**src/rtl/tft_cmd_seq_if.sv**
```systemverilog
// Bus bundle for tft_cmd_seq: sequence-memory load, run control,
// window corners and the downstream byte-transmitter handshake.
interface tft_cmd_seq_if #(
    parameter int unsigned ADDR_W = 6,
    parameter int unsigned DATA_W = 8
);
    logic              rom_we;
    logic [ADDR_W-1:0] rom_addr;
    logic [DATA_W+1:0] rom_wdata;
    logic              start;
    logic [ADDR_W-1:0] start_addr;
    logic              abort;
    logic              win_start;
    logic [15:0]       win_x0;
    logic [15:0]       win_x1;
    logic [15:0]       win_y0;
    logic [15:0]       win_y1;
    logic              tft_busy;
    logic              tft_dc;
    logic [DATA_W-1:0] tft_data;
    logic              tft_transmit;
    logic              busy;
    logic              done;

    // Controller side (drives the sequencer)
    modport master (
        output rom_we, rom_addr, rom_wdata, start, start_addr, abort,
               win_start, win_x0, win_x1, win_y0, win_y1, tft_busy,
        input  tft_dc, tft_data, tft_transmit, busy, done
    );

    // Sequencer side
    modport slave (
        input  rom_we, rom_addr, rom_wdata, start, start_addr, abort,
               win_start, win_x0, win_x1, win_y0, win_y1, tft_busy,
        output tft_dc, tft_data, tft_transmit, busy, done
    );
endinterface

```
**src/rtl/tft_cmd_seq.sv**
```systemverilog
// TFT command sequencer: plays a program of COMM/DATA/WAIT/END entries from
// an internal memory into a byte transmitter, one handshaked byte at a time.
// Optional window-select burst (CASET/PASET/RAMWR) when the macro
// TFT_CMD_SEQ_WINDOW_EN is defined; otherwise win_start and corners are ignored.
module tft_cmd_seq #(
    parameter int unsigned ROM_DEPTH    = 64,
    parameter int unsigned DATA_W       = 8,
    parameter int unsigned TICKS_PER_MS = 27000
) (
    input  logic         clk,
    input  logic         rst_n,
    tft_cmd_seq_if.slave bus
);
    localparam int unsigned ADDR_W  = $clog2(ROM_DEPTH);
    localparam int unsigned ENTRY_W = DATA_W + 2;
    localparam int unsigned WAIT_W  = DATA_W + $clog2(TICKS_PER_MS + 1);

    localparam logic [1:0]        T_WAIT   = 2'b10;
    localparam logic [1:0]        T_END    = 2'b11;
    localparam logic [ADDR_W-1:0] LAST_IDX = ADDR_W'(ROM_DEPTH - 1);

    typedef enum logic [2:0] {
        IDLE    = 3'd0,
        FETCH   = 3'd1,
        ISSUE   = 3'd2,
        HOLD    = 3'd3,
        WAIT_MS = 3'd4,
        DONE    = 3'd5
`ifdef TFT_CMD_SEQ_WINDOW_EN
        , WIN   = 3'd6
`endif
    } state_t;

    state_t              state_q, state_d;
    logic [ADDR_W-1:0]   index_q, index_d;
    logic [WAIT_W-1:0]   wait_q, wait_d;
    logic [ENTRY_W-1:0]  entry_q;
    logic                tx_q, tx_d;
    logic                dc_q, dc_d;
    logic [DATA_W-1:0]   data_q, data_d;
    logic                done_q, done_d;
    logic                busy_q;
    logic                advance;
    logic [ENTRY_W-1:0]  mem [ROM_DEPTH];

    logic [1:0]          ent_type;
    logic [DATA_W-1:0]   ent_payload;

    assign ent_type    = entry_q[ENTRY_W-1:DATA_W];
    assign ent_payload = entry_q[DATA_W-1:0];

`ifdef TFT_CMD_SEQ_WINDOW_EN
    logic [15:0] x0_q, x1_q, y0_q, y1_q;
    logic [3:0]  win_idx_q, win_idx_d;
    logic        burst_q, burst_d;
    logic        win_dc_c;
    logic [7:0]  win_byte_c;
    logic        win_go_c;

    assign win_go_c = (state_q == IDLE) && bus.win_start && !bus.start;

    // Corners are captured at win_start so later changes don't tear the burst
    always_ff @(posedge clk or negedge rst_n) begin
        if (!rst_n) begin
            x0_q <= '0;
            x1_q <= '0;
            y0_q <= '0;
            y1_q <= '0;
        end else if (win_go_c) begin
            x0_q <= bus.win_x0;
            x1_q <= bus.win_x1;
            y0_q <= bus.win_y0;
            y1_q <= bus.win_y1;
        end
    end

    // Burst byte selection: 2A x0 x1, 2B y0 y1, 2C
    always_comb begin
        win_dc_c   = 1'b1;
        win_byte_c = 8'h00;
        case (win_idx_q)
            4'd0:    begin win_dc_c = 1'b0; win_byte_c = 8'h2A; end
            4'd1:    win_byte_c = x0_q[15:8];
            4'd2:    win_byte_c = x0_q[7:0];
            4'd3:    win_byte_c = x1_q[15:8];
            4'd4:    win_byte_c = x1_q[7:0];
            4'd5:    begin win_dc_c = 1'b0; win_byte_c = 8'h2B; end
            4'd6:    win_byte_c = y0_q[15:8];
            4'd7:    win_byte_c = y0_q[7:0];
            4'd8:    win_byte_c = y1_q[15:8];
            4'd9:    win_byte_c = y1_q[7:0];
            default: begin win_dc_c = 1'b0; win_byte_c = 8'h2C; end
        endcase
    end
`else
    logic unused_win;
    assign unused_win = ^{bus.win_start, bus.win_x0, bus.win_x1, bus.win_y0, bus.win_y1};
`endif

    // Sequence memory write port; contents survive reset
    always_ff @(posedge clk) begin
        if (bus.rom_we) begin
            mem[bus.rom_addr] <= bus.rom_wdata;
        end
    end

    // Current entry: sampled only in FETCH (or WIN) so writes land on the next fetch
    always_ff @(posedge clk or negedge rst_n) begin
        if (!rst_n) begin
            entry_q <= '0;
        end else if (state_q == FETCH) begin
            entry_q <= mem[index_q];
        end
`ifdef TFT_CMD_SEQ_WINDOW_EN
        else if (state_q == WIN) begin
            entry_q <= {1'b0, win_dc_c, DATA_W'(win_byte_c)};
        end
`endif
    end

    // State and registered-output register
    always_ff @(posedge clk or negedge rst_n) begin
        if (!rst_n) begin
            state_q   <= IDLE;
            index_q   <= '0;
            wait_q    <= '0;
            tx_q      <= 1'b0;
            dc_q      <= 1'b0;
            data_q    <= '0;
            done_q    <= 1'b0;
            busy_q    <= 1'b0;
`ifdef TFT_CMD_SEQ_WINDOW_EN
            win_idx_q <= '0;
            burst_q   <= 1'b0;
`endif
        end else begin
            state_q   <= state_d;
            index_q   <= index_d;
            wait_q    <= wait_d;
            tx_q      <= tx_d;
            dc_q      <= dc_d;
            data_q    <= data_d;
            done_q    <= done_d;
            busy_q    <= (state_d != IDLE);
`ifdef TFT_CMD_SEQ_WINDOW_EN
            win_idx_q <= win_idx_d;
            burst_q   <= burst_d;
`endif
        end
    end

    // Next-state and next-output logic
    always_comb begin
        state_d   = state_q;
        index_d   = index_q;
        wait_d    = wait_q;
        tx_d      = 1'b0;
        dc_d      = dc_q;
        data_d    = data_q;
        done_d    = 1'b0;
        advance   = 1'b0;
`ifdef TFT_CMD_SEQ_WINDOW_EN
        win_idx_d = win_idx_q;
        burst_d   = burst_q;
`endif
        case (state_q)
            IDLE: begin
                if (bus.start) begin
                    index_d = bus.start_addr;
                    state_d = FETCH;
`ifdef TFT_CMD_SEQ_WINDOW_EN
                    burst_d = 1'b0;
                end else if (bus.win_start) begin
                    win_idx_d = '0;
                    burst_d   = 1'b1;
                    state_d   = WIN;
`endif
                end
            end
            FETCH: state_d = ISSUE;
`ifdef TFT_CMD_SEQ_WINDOW_EN
            WIN:   state_d = ISSUE;
`endif
            ISSUE: begin
                case (ent_type)
                    T_WAIT: begin
                        wait_d  = WAIT_W'(ent_payload) * WAIT_W'(TICKS_PER_MS);
                        state_d = WAIT_MS;
                    end
                    T_END: state_d = DONE;
                    default: begin
                        if (!bus.tft_busy) begin
                            tx_d    = 1'b1;
                            dc_d    = ent_type[0];
                            data_d  = ent_payload;
                            state_d = HOLD;
                        end
                    end
                endcase
            end
            HOLD: advance = !bus.tft_busy;
            WAIT_MS: begin
                if (wait_q == '0) begin
                    advance = 1'b1;
                end else begin
                    wait_d = wait_q - WAIT_W'(1);
                end
            end
            DONE: begin
                done_d  = 1'b1;
                state_d = IDLE;
            end
            default: state_d = IDLE;
        endcase

        if (advance) begin
`ifdef TFT_CMD_SEQ_WINDOW_EN
            if (burst_q) begin
                if (win_idx_q == 4'd10) begin
                    state_d = DONE;
                end else begin
                    win_idx_d = win_idx_q + 4'd1;
                    state_d   = WIN;
                end
            end else
`endif
            if (index_q == LAST_IDX) begin
                state_d = DONE;
            end else begin
                index_d = index_q + ADDR_W'(1);
                state_d = FETCH;
            end
        end

        if (bus.abort) begin
            state_d = IDLE;
            tx_d    = 1'b0;
            done_d  = 1'b0;
        end
    end

    assign bus.tft_transmit = tx_q;
    assign bus.tft_dc       = dc_q;
    assign bus.tft_data     = data_q;
    assign bus.done         = done_q;
    assign bus.busy         = busy_q;
endmodule

```
**src/flat_wrapper.sv**
```systemverilog
// flat-port wrapper written by rule: the top's interface ports become plain ports
module tft_cmd_seq_flat 
#(
    parameter int unsigned ROM_DEPTH    = 64,
    parameter int unsigned DATA_W       = 8,
    parameter int unsigned TICKS_PER_MS = 27000
)
  (clk, rst_n, bus_rom_we, bus_rom_addr, bus_rom_wdata, bus_start, bus_start_addr, bus_abort, bus_win_start, bus_win_x0, bus_win_x1, bus_win_y0, bus_win_y1, bus_tft_busy, bus_tft_dc, bus_tft_data, bus_tft_transmit, bus_busy, bus_done);
  tft_cmd_seq_if #(.DATA_W(DATA_W)) bus_i ();
  input  logic clk;
  input  logic rst_n;
  input wire logic [$bits(bus_i.rom_we)-1:0] bus_rom_we;
  input wire logic [$bits(bus_i.rom_addr)-1:0] bus_rom_addr;
  input wire logic [$bits(bus_i.rom_wdata)-1:0] bus_rom_wdata;
  input wire logic [$bits(bus_i.start)-1:0] bus_start;
  input wire logic [$bits(bus_i.start_addr)-1:0] bus_start_addr;
  input wire logic [$bits(bus_i.abort)-1:0] bus_abort;
  input wire logic [$bits(bus_i.win_start)-1:0] bus_win_start;
  input wire logic [$bits(bus_i.win_x0)-1:0] bus_win_x0;
  input wire logic [$bits(bus_i.win_x1)-1:0] bus_win_x1;
  input wire logic [$bits(bus_i.win_y0)-1:0] bus_win_y0;
  input wire logic [$bits(bus_i.win_y1)-1:0] bus_win_y1;
  input wire logic [$bits(bus_i.tft_busy)-1:0] bus_tft_busy;
  output wire logic [$bits(bus_i.tft_dc)-1:0] bus_tft_dc;
  output wire logic [$bits(bus_i.tft_data)-1:0] bus_tft_data;
  output wire logic [$bits(bus_i.tft_transmit)-1:0] bus_tft_transmit;
  output wire logic [$bits(bus_i.busy)-1:0] bus_busy;
  output wire logic [$bits(bus_i.done)-1:0] bus_done;
  assign bus_i.rom_we = bus_rom_we;
  assign bus_i.rom_addr = bus_rom_addr;
  assign bus_i.rom_wdata = bus_rom_wdata;
  assign bus_i.start = bus_start;
  assign bus_i.start_addr = bus_start_addr;
  assign bus_i.abort = bus_abort;
  assign bus_i.win_start = bus_win_start;
  assign bus_i.win_x0 = bus_win_x0;
  assign bus_i.win_x1 = bus_win_x1;
  assign bus_i.win_y0 = bus_win_y0;
  assign bus_i.win_y1 = bus_win_y1;
  assign bus_i.tft_busy = bus_tft_busy;
  assign bus_tft_dc = bus_i.tft_dc;
  assign bus_tft_data = bus_i.tft_data;
  assign bus_tft_transmit = bus_i.tft_transmit;
  assign bus_busy = bus_i.busy;
  assign bus_done = bus_i.done;
  tft_cmd_seq #(.ROM_DEPTH(ROM_DEPTH), .DATA_W(DATA_W), .TICKS_PER_MS(TICKS_PER_MS)) u_core (.clk(clk), .rst_n(rst_n), .bus(bus_i));
endmodule
```
**config.mk**
```make
export PLATFORM = sky130hd
export DESIGN_NAME = tft_cmd_seq_flat
export DESIGN_NICKNAME = d
export VERILOG_FILES = /design/src/rtl/tft_cmd_seq_if.sv /design/src/rtl/tft_cmd_seq.sv /design/src/flat_wrapper.sv
export SDC_FILE = /design/constraint.sdc
export NUM_CORES = 1
export LEC_CHECK = 0
export ABC_CLOCK_PERIOD_IN_PS = 10400
export BUFFER_PORTS_ARGS = -buffer_cell sky130_fd_sc_hd__buf_4
export CAP_MARGIN = 20
export CORE_MARGIN = 4
export CORE_UTILIZATION = 45
export CTS_BUF_LIST = sky130_fd_sc_hd__clkbuf_8
export DETAILED_ROUTE_END_ITERATION = 16
export GPL_TIMING_DRIVEN = 0
export PLACE_DENSITY = 0.67
export REMOVE_ABC_BUFFERS = 1
export SETUP_SLACK_MARGIN = 0.1
export SLEW_MARGIN = 20
export SYNTH_ARGS = -nofsm -noshare
export SYNTH_HDL_FRONTEND = slang
export SYNTH_SLANG_ARGS = --single-unit
```
**constraint.sdc**
```tcl
create_clock -name clk -period 10.4 [get_ports clk]
set_input_delay 0.52 -clock clk [delete_from_list [all_inputs] [get_ports clk]]
set_output_delay 0.52 -clock clk [all_outputs]
set_load 0.05 [all_outputs]
```
# Word level (Yosys, flattened, before mapping)
# Memories as Yosys holds them, arrays and structs flattened. A register that Yosys moved wholly into a read port is not among the register bits.
# Index checks and enable logic that the tools add are counted.
dict set report totals {
  reg_bits 44
  ram_bits 640
  in_bits 93
  output_inout_bits 12
  wordCells 58
  memories 1
}
dict set report classes {
  addsub 2
  n_mul 1
  n_eq_ne 10
  n_mux 24
  n_bitwise 2
  reduce_logical 10
}
# memory words word_bits read_ports rd_clocked_by_memory_dff write_ports line
set memory_table {}
lappend memory_table {u_core.mem 64 10 1 1 1 tft_cmd_seq.sv:44} ;# logic [ENTRY_W-1:0] mem [ROM_DEPTH];
# operator n
set op_table {}
lappend op_table {{$mux W23} 2}
lappend op_table {{$pmux W23 S2} 1}
lappend op_table {{$mux W6} 4}
lappend op_table {{$logic_not A23 Y1} 1}
lappend op_table {{$sub A23 B1 Y23 const B} 1}
lappend op_table {{$mul A8 B12 Y20 const B} 1}
lappend op_table {{$mux W3} 5}
lappend op_table {{$pmux W3 S4} 1}
lappend op_table {{$mux W1} 9}
lappend op_table {{$add A6 B1 Y6 const B} 1}
lappend op_table {{$eq A3 B2 Y1 const B} 2}
lappend op_table {{$eq A3 B3 Y1 const B} 2}
lappend op_table {{$eq A6 B6 Y1 const B} 1}
lappend op_table {{$pmux W3 S2} 1}
lappend op_table {{$reduce_and A3 Y1} 2}
lappend op_table {{$eq A2 B2 Y1 const B} 2}
lappend op_table {{$reduce_or A2 Y1} 2}
lappend op_table {{$eq A3 B1 Y1 const B} 1}
lappend op_table {{$logic_not A3 Y1} 1}
lappend op_table {{$reduce_bool A3 Y1} 1}
lappend op_table {{$logic_not A1 Y1} 2}
lappend op_table {{$ne A2 B1 Y1 const B} 1}
lappend op_table {{$ne A2 B2 Y1 const B} 1}
lappend op_table {{$not A1 Y1} 2}
lappend op_table {{other kinds (2)} 2}

# Logic depth before layout (Yosys ltp)
dict set report depth {
  word_depth 6
  ltp_mapped 14
  ltp_nobuf 14
}

# Worst setup path before layout
# Ideal clock, no wire load.
dict set report synth_timing {
  kind {register to register}
  startpoint {register u_core.entry_q[5] (read register of u_core.mem)}
  endpoint {register u_core.wait_q[19]}
  setup_time_ps 126
  arrival_time_ps 3969
  t_required_ps 10274
  setup_slack_ps 6305
  stages_incl_launch_ff 14
  n_path_buf 0
  period_less_slack_ps 4095
  path_cell_list {dfrtp_1 fa_1 inv_1 fa_1 inv_1 fa_1 fa_1 ha_1 a21oi_1 o21ai_0 or3_1 o21ai_0 xnor2_1 a221o_1}
}
dict set report synth_between {
  elab_chain_len 3
}
# item line
set synth_rtl {}
lappend synth_rtl {{start, declared} tft_cmd_seq.sv:37} ;# logic [ENTRY_W-1:0] entry_q;
lappend synth_rtl {{$mul A8 B12 Y20} tft_cmd_seq.sv:187} ;# wait_d = WAIT_W'(ent_payload) * WAIT_W'(TICKS_PER_MS);
lappend synth_rtl {{$mux W23} tft_cmd_seq.sv:185} ;# case (ent_type)
lappend synth_rtl {{$pmux W23 S2} tft_cmd_seq.sv:166} ;# case (state_q)
lappend synth_rtl {{end signal, assigned} tft_cmd_seq.sv:139} ;# wait_q <= wait_d;
lappend synth_rtl {{end, declared} tft_cmd_seq.sv:36} ;# logic [WAIT_W-1:0] wait_q, wait_d;
# No other way between the ends. The select of a mux whose other input is x is not followed.
# A chain may end at the register's enable or synchronous reset.

# Final worst setup path
dict set report layout_timing {
  startpoint {register u_core.entry_q[5] (read register of u_core.mem)}
  endpoint {register u_core.wait_q[17]}
}
# The elaborated chain is that of the path after synthesis.

==> impl_metrics.toml <==
[clocking]
numCtsBuffers = 104
postCtsResizedCells = 0
clockBufferDepth = 3
path_clk_slew_ps = 60
clkLatencyLatePin_ps = 740
cts_tree = "yes"
htreeDepth = 3
clkSinkCount = 694
root_buffer = "clkbuf_8"

[setup_path]
rrSetupSlack_ps = 5880
worstPathRequired_ps = 10950
cp-end-kind = "register"
start_kind = "register"
reg2reg_depth = 13
slowest_delay_ps = 590
cp_data_arrival_time_ps = 5070
crit_buf_inv = 2
cpLargestDelayFamily = "adder cells"
worstSetupPathType = "reg -> reg"
cpMostUsedCell = "fa_1"
crit_start = "u_core.entry_q[5]$_DFFE_PN0P_"
reg2reg_to = "u_core.wait_q[17]$_DFFE_PN0P_"
cp_slowest_cell = "fa_1"
crit_chain = "fa_1 > inv_1 > fa_1 > inv_1 > fa_1 > fa_1 > ha_1 > a21oi_1 > o21ai_0 > or3_1 > o21bai_1 > xor2_1 > o221ai_1"
reg2reg_from = "u_core.entry_q[5]$_DFFE_PN0P_"
critical_path.max_fanout = 7

[floorplan]
die_area_sq_um = 69850
fp.dieH_um = 264.3
design.core.area_sq_um = 64700
num_io_pins = 105
fp.dieW_um = 264.3
initial_utilization = 0.4569
core.rowCount = 93

[power_and_ir_drop]
powerDensity_nw_per_um2 = 287.0
p_seq_frac = 0.357
p_int_mw = 5.920
ir_worst_vdd_uv = 350.2
p_switching_mw = 3.488
p_leak_nw = 11.07
switching_share = 0.3708
combPwrFrac = 0.430
clkPwrFrac = 0.214

[sta]
fin_ws_ps = 5882
worst_slew_pin_slew_ps = 1076
finalSetupViolations = 0
finClkSkew_ps = 51.28
post-route-period-util = 0.4344
rsz0062_at_grt = "false"
fmax_mhz = 221.3
min_period_ps = 4518
maxSlewHeadroom = 0.2799
finalSetupTns_ps = 0
slew_violations = 0
hold_violations = 0
hold_slack_ps = 74.56

[hold_path]
hold_depth = 3
hold-path-endpoint = "u_core.index_q[0]$_DFF_PN0_"
hold_path_class = "in -> reg"
hold_path.startpoint = "bus_start_addr[0]"

[routing]
wl_per_cell_um = 24.20
drc = 0
routed_wl_um = 64570
detail_route.first_pass.iterations = 5
ant_nets = 0
first_iter_violations = 1501
via_per_inst = 5.828
vias = 15550

[logic_synthesis]
synth_warnings = 0
synth_area_leader_cell = "edfxtp_1"
synth_edf_count = 640
seq_area_frac_synth = 0.6958
synth.distinct_cells = 69
synth.area.top_cells = "edfxtp_1, mux4_2, dfrtp_1, ha_1, fa_1"
async_reset_ff_frac = 0.07781
netlist_area_sq_um = 29560
synth_flop_cell = "edfxtp_1"
synth.avg_cell_area_sq_um = 17.88
synthCells = 1653
ys_ff_latch = 694
synth_top_cell_area_share = 0.6501

[global_routing]
first_global_vias = 15550
antenna_found_initial = 0
grt_pass1_wl_um = 98490
overflow = 0
grt.total_usage = 0.1856
grt_max_degree = 65

[placed_design]
place_congestion = 0.8075
io_buffers = 39
dp.cells = 2479
preCtsSetupSlack_ps = 5863
dp_hpwl_um = 38720

[cells_and_area]
final_cells = 2668
postLayoutCoreUtil = 0.5068
drive_gt1_frac = 0.2140
diodes = 0
layout_commonest_cell = "edfxtp_1"
final_nets = 1905
synthToLayoutAreaGrowth_pct = 10.91
most-common-layout-cells = "edfxtp_1, mux4_2, inv_1"

[run_status]
status = "complete, no violations"

[flow_run]
maxCapViolations = 0
==> cell usage after synthesis (all sizes together), types with 12 or more instances <==
library cell  count
a21oi            60
o22ai            19
mux4            160
nand2            50
mux2             25
nand3            13
dfrtp            54
nor2            108
o21ai            32
fa               25
ha               55
nor3             17
a211o            12
mux2i            44
inv              71
a22oi            13
edfxtp          640
clkbuf           47
o211ai           13
buf              32
==> flip-flops by register name, summed over array words and instances, names as in the netlist <==
register	cells
u_core.bus.done	1
u_core.index_q	6
u_core.bus.busy	1
u_core.wait_q	23
u_core.state_q	3
u_core.bus.tft_data	8
u_core.bus.tft_transmit	1
u_core.bus.tft_dc	1
u_core.entry_q	10
u_core.mem	640
==> kinds of logic after synthesis <==
family / after synthesis / share of synthesized area
flops: 694 / 0.6958
simple gates: 275 / 0.04741
mux: 229 / 0.1463
compound gates: 210 / 0.04639
buf+inv: 151 / 0.01968
fa+ha+maj: 80 / 0.04021
xor+xnor: 14 / 0.004148
==> worst min-delay path: stages <==
cell	delay, ps
buf_4	80
a21oi_1	50
o21ai_0	80
==> stage by stage <==
step           power, mW  area, sq um
3_5_place_dp       7.475        30920
5_1_grt            10.08        32790
3_3_place_gp       7.658        30610
4_1_cts            9.498        32780
6_report           9.408        32790
2_1_floorplan      6.519        29250
==> how the worst max path moves through the flow <==
| stage | endpoint | slack (ps) | cells after the start |
|---|---|---|---|
| 2_1_floorplan | u_core.entry_q[0]$_DFFE_PN0P_ | 3970 | 5 |
| 3_3_place_gp | u_core.entry_q[8]$_DFFE_PN0P_ | 550 | 6 |
| 3_5_place_dp | u_core.wait_q[17]$_DFFE_PN0P_ | 5860 | 13 |
| 4_1_cts | u_core.wait_q[17]$_DFFE_PN0P_ | 5830 | 13 |
| 5_1_grt | u_core.wait_q[20]$_DFFE_PN0P_ | 5590 | 12 |
| 6_report | u_core.wait_q[17]$_DFFE_PN0P_ | 5880 | 13 |
==> power by group through the flow <==
| stage | registers (mW) | logic [mW] | clock network (mW) |
|---|---|---|---|
| floorplan | 3.56 | 2.96 | 0 |
| global placement | 3.66 | 4.00 | 0 |
| detailed placement | 3.41 | 4.06 | 0 |
| CTS | 3.36 | 4.09 | 2.05 |
| global route | 3.38 | 4.51 | 2.19 |
| finish | 3.36 | 4.04 | 2.01 |
==> what timing repair did <==
| item | in CTS | in global routing |
|---|---|---|
| setup endpoints to repair | 0 | 0 |
| hold buffers | 2 | 0 |
| buffers inserted | 0 | 0 |
| endpoints found under the hold margin | 60 | 0 |
==> cell type report <==
class | instances | area (sq um)
clock buffer | 107 | 1473
sequential | 694 | 20580
fill | 5243 | 31910
multi-input combinational | 808 | 8433
inverter | 72 | 271.5
timing repair buffer | 52 | 585.6
clock inverter | 80 | 371.6
tap | 855 | 1070
==> per-layer routing <==
layer,vias to the layer above,GRT usage,wire length [um]
met3,117,0.04275,4931
met4,0,0.05611,1690
met1,8057,0.2703,27760
met5,-,0,0
met2,583,0.2831,30190
li1,6792,-,-
No activity file was read; power rests on OpenSTA's default activity.
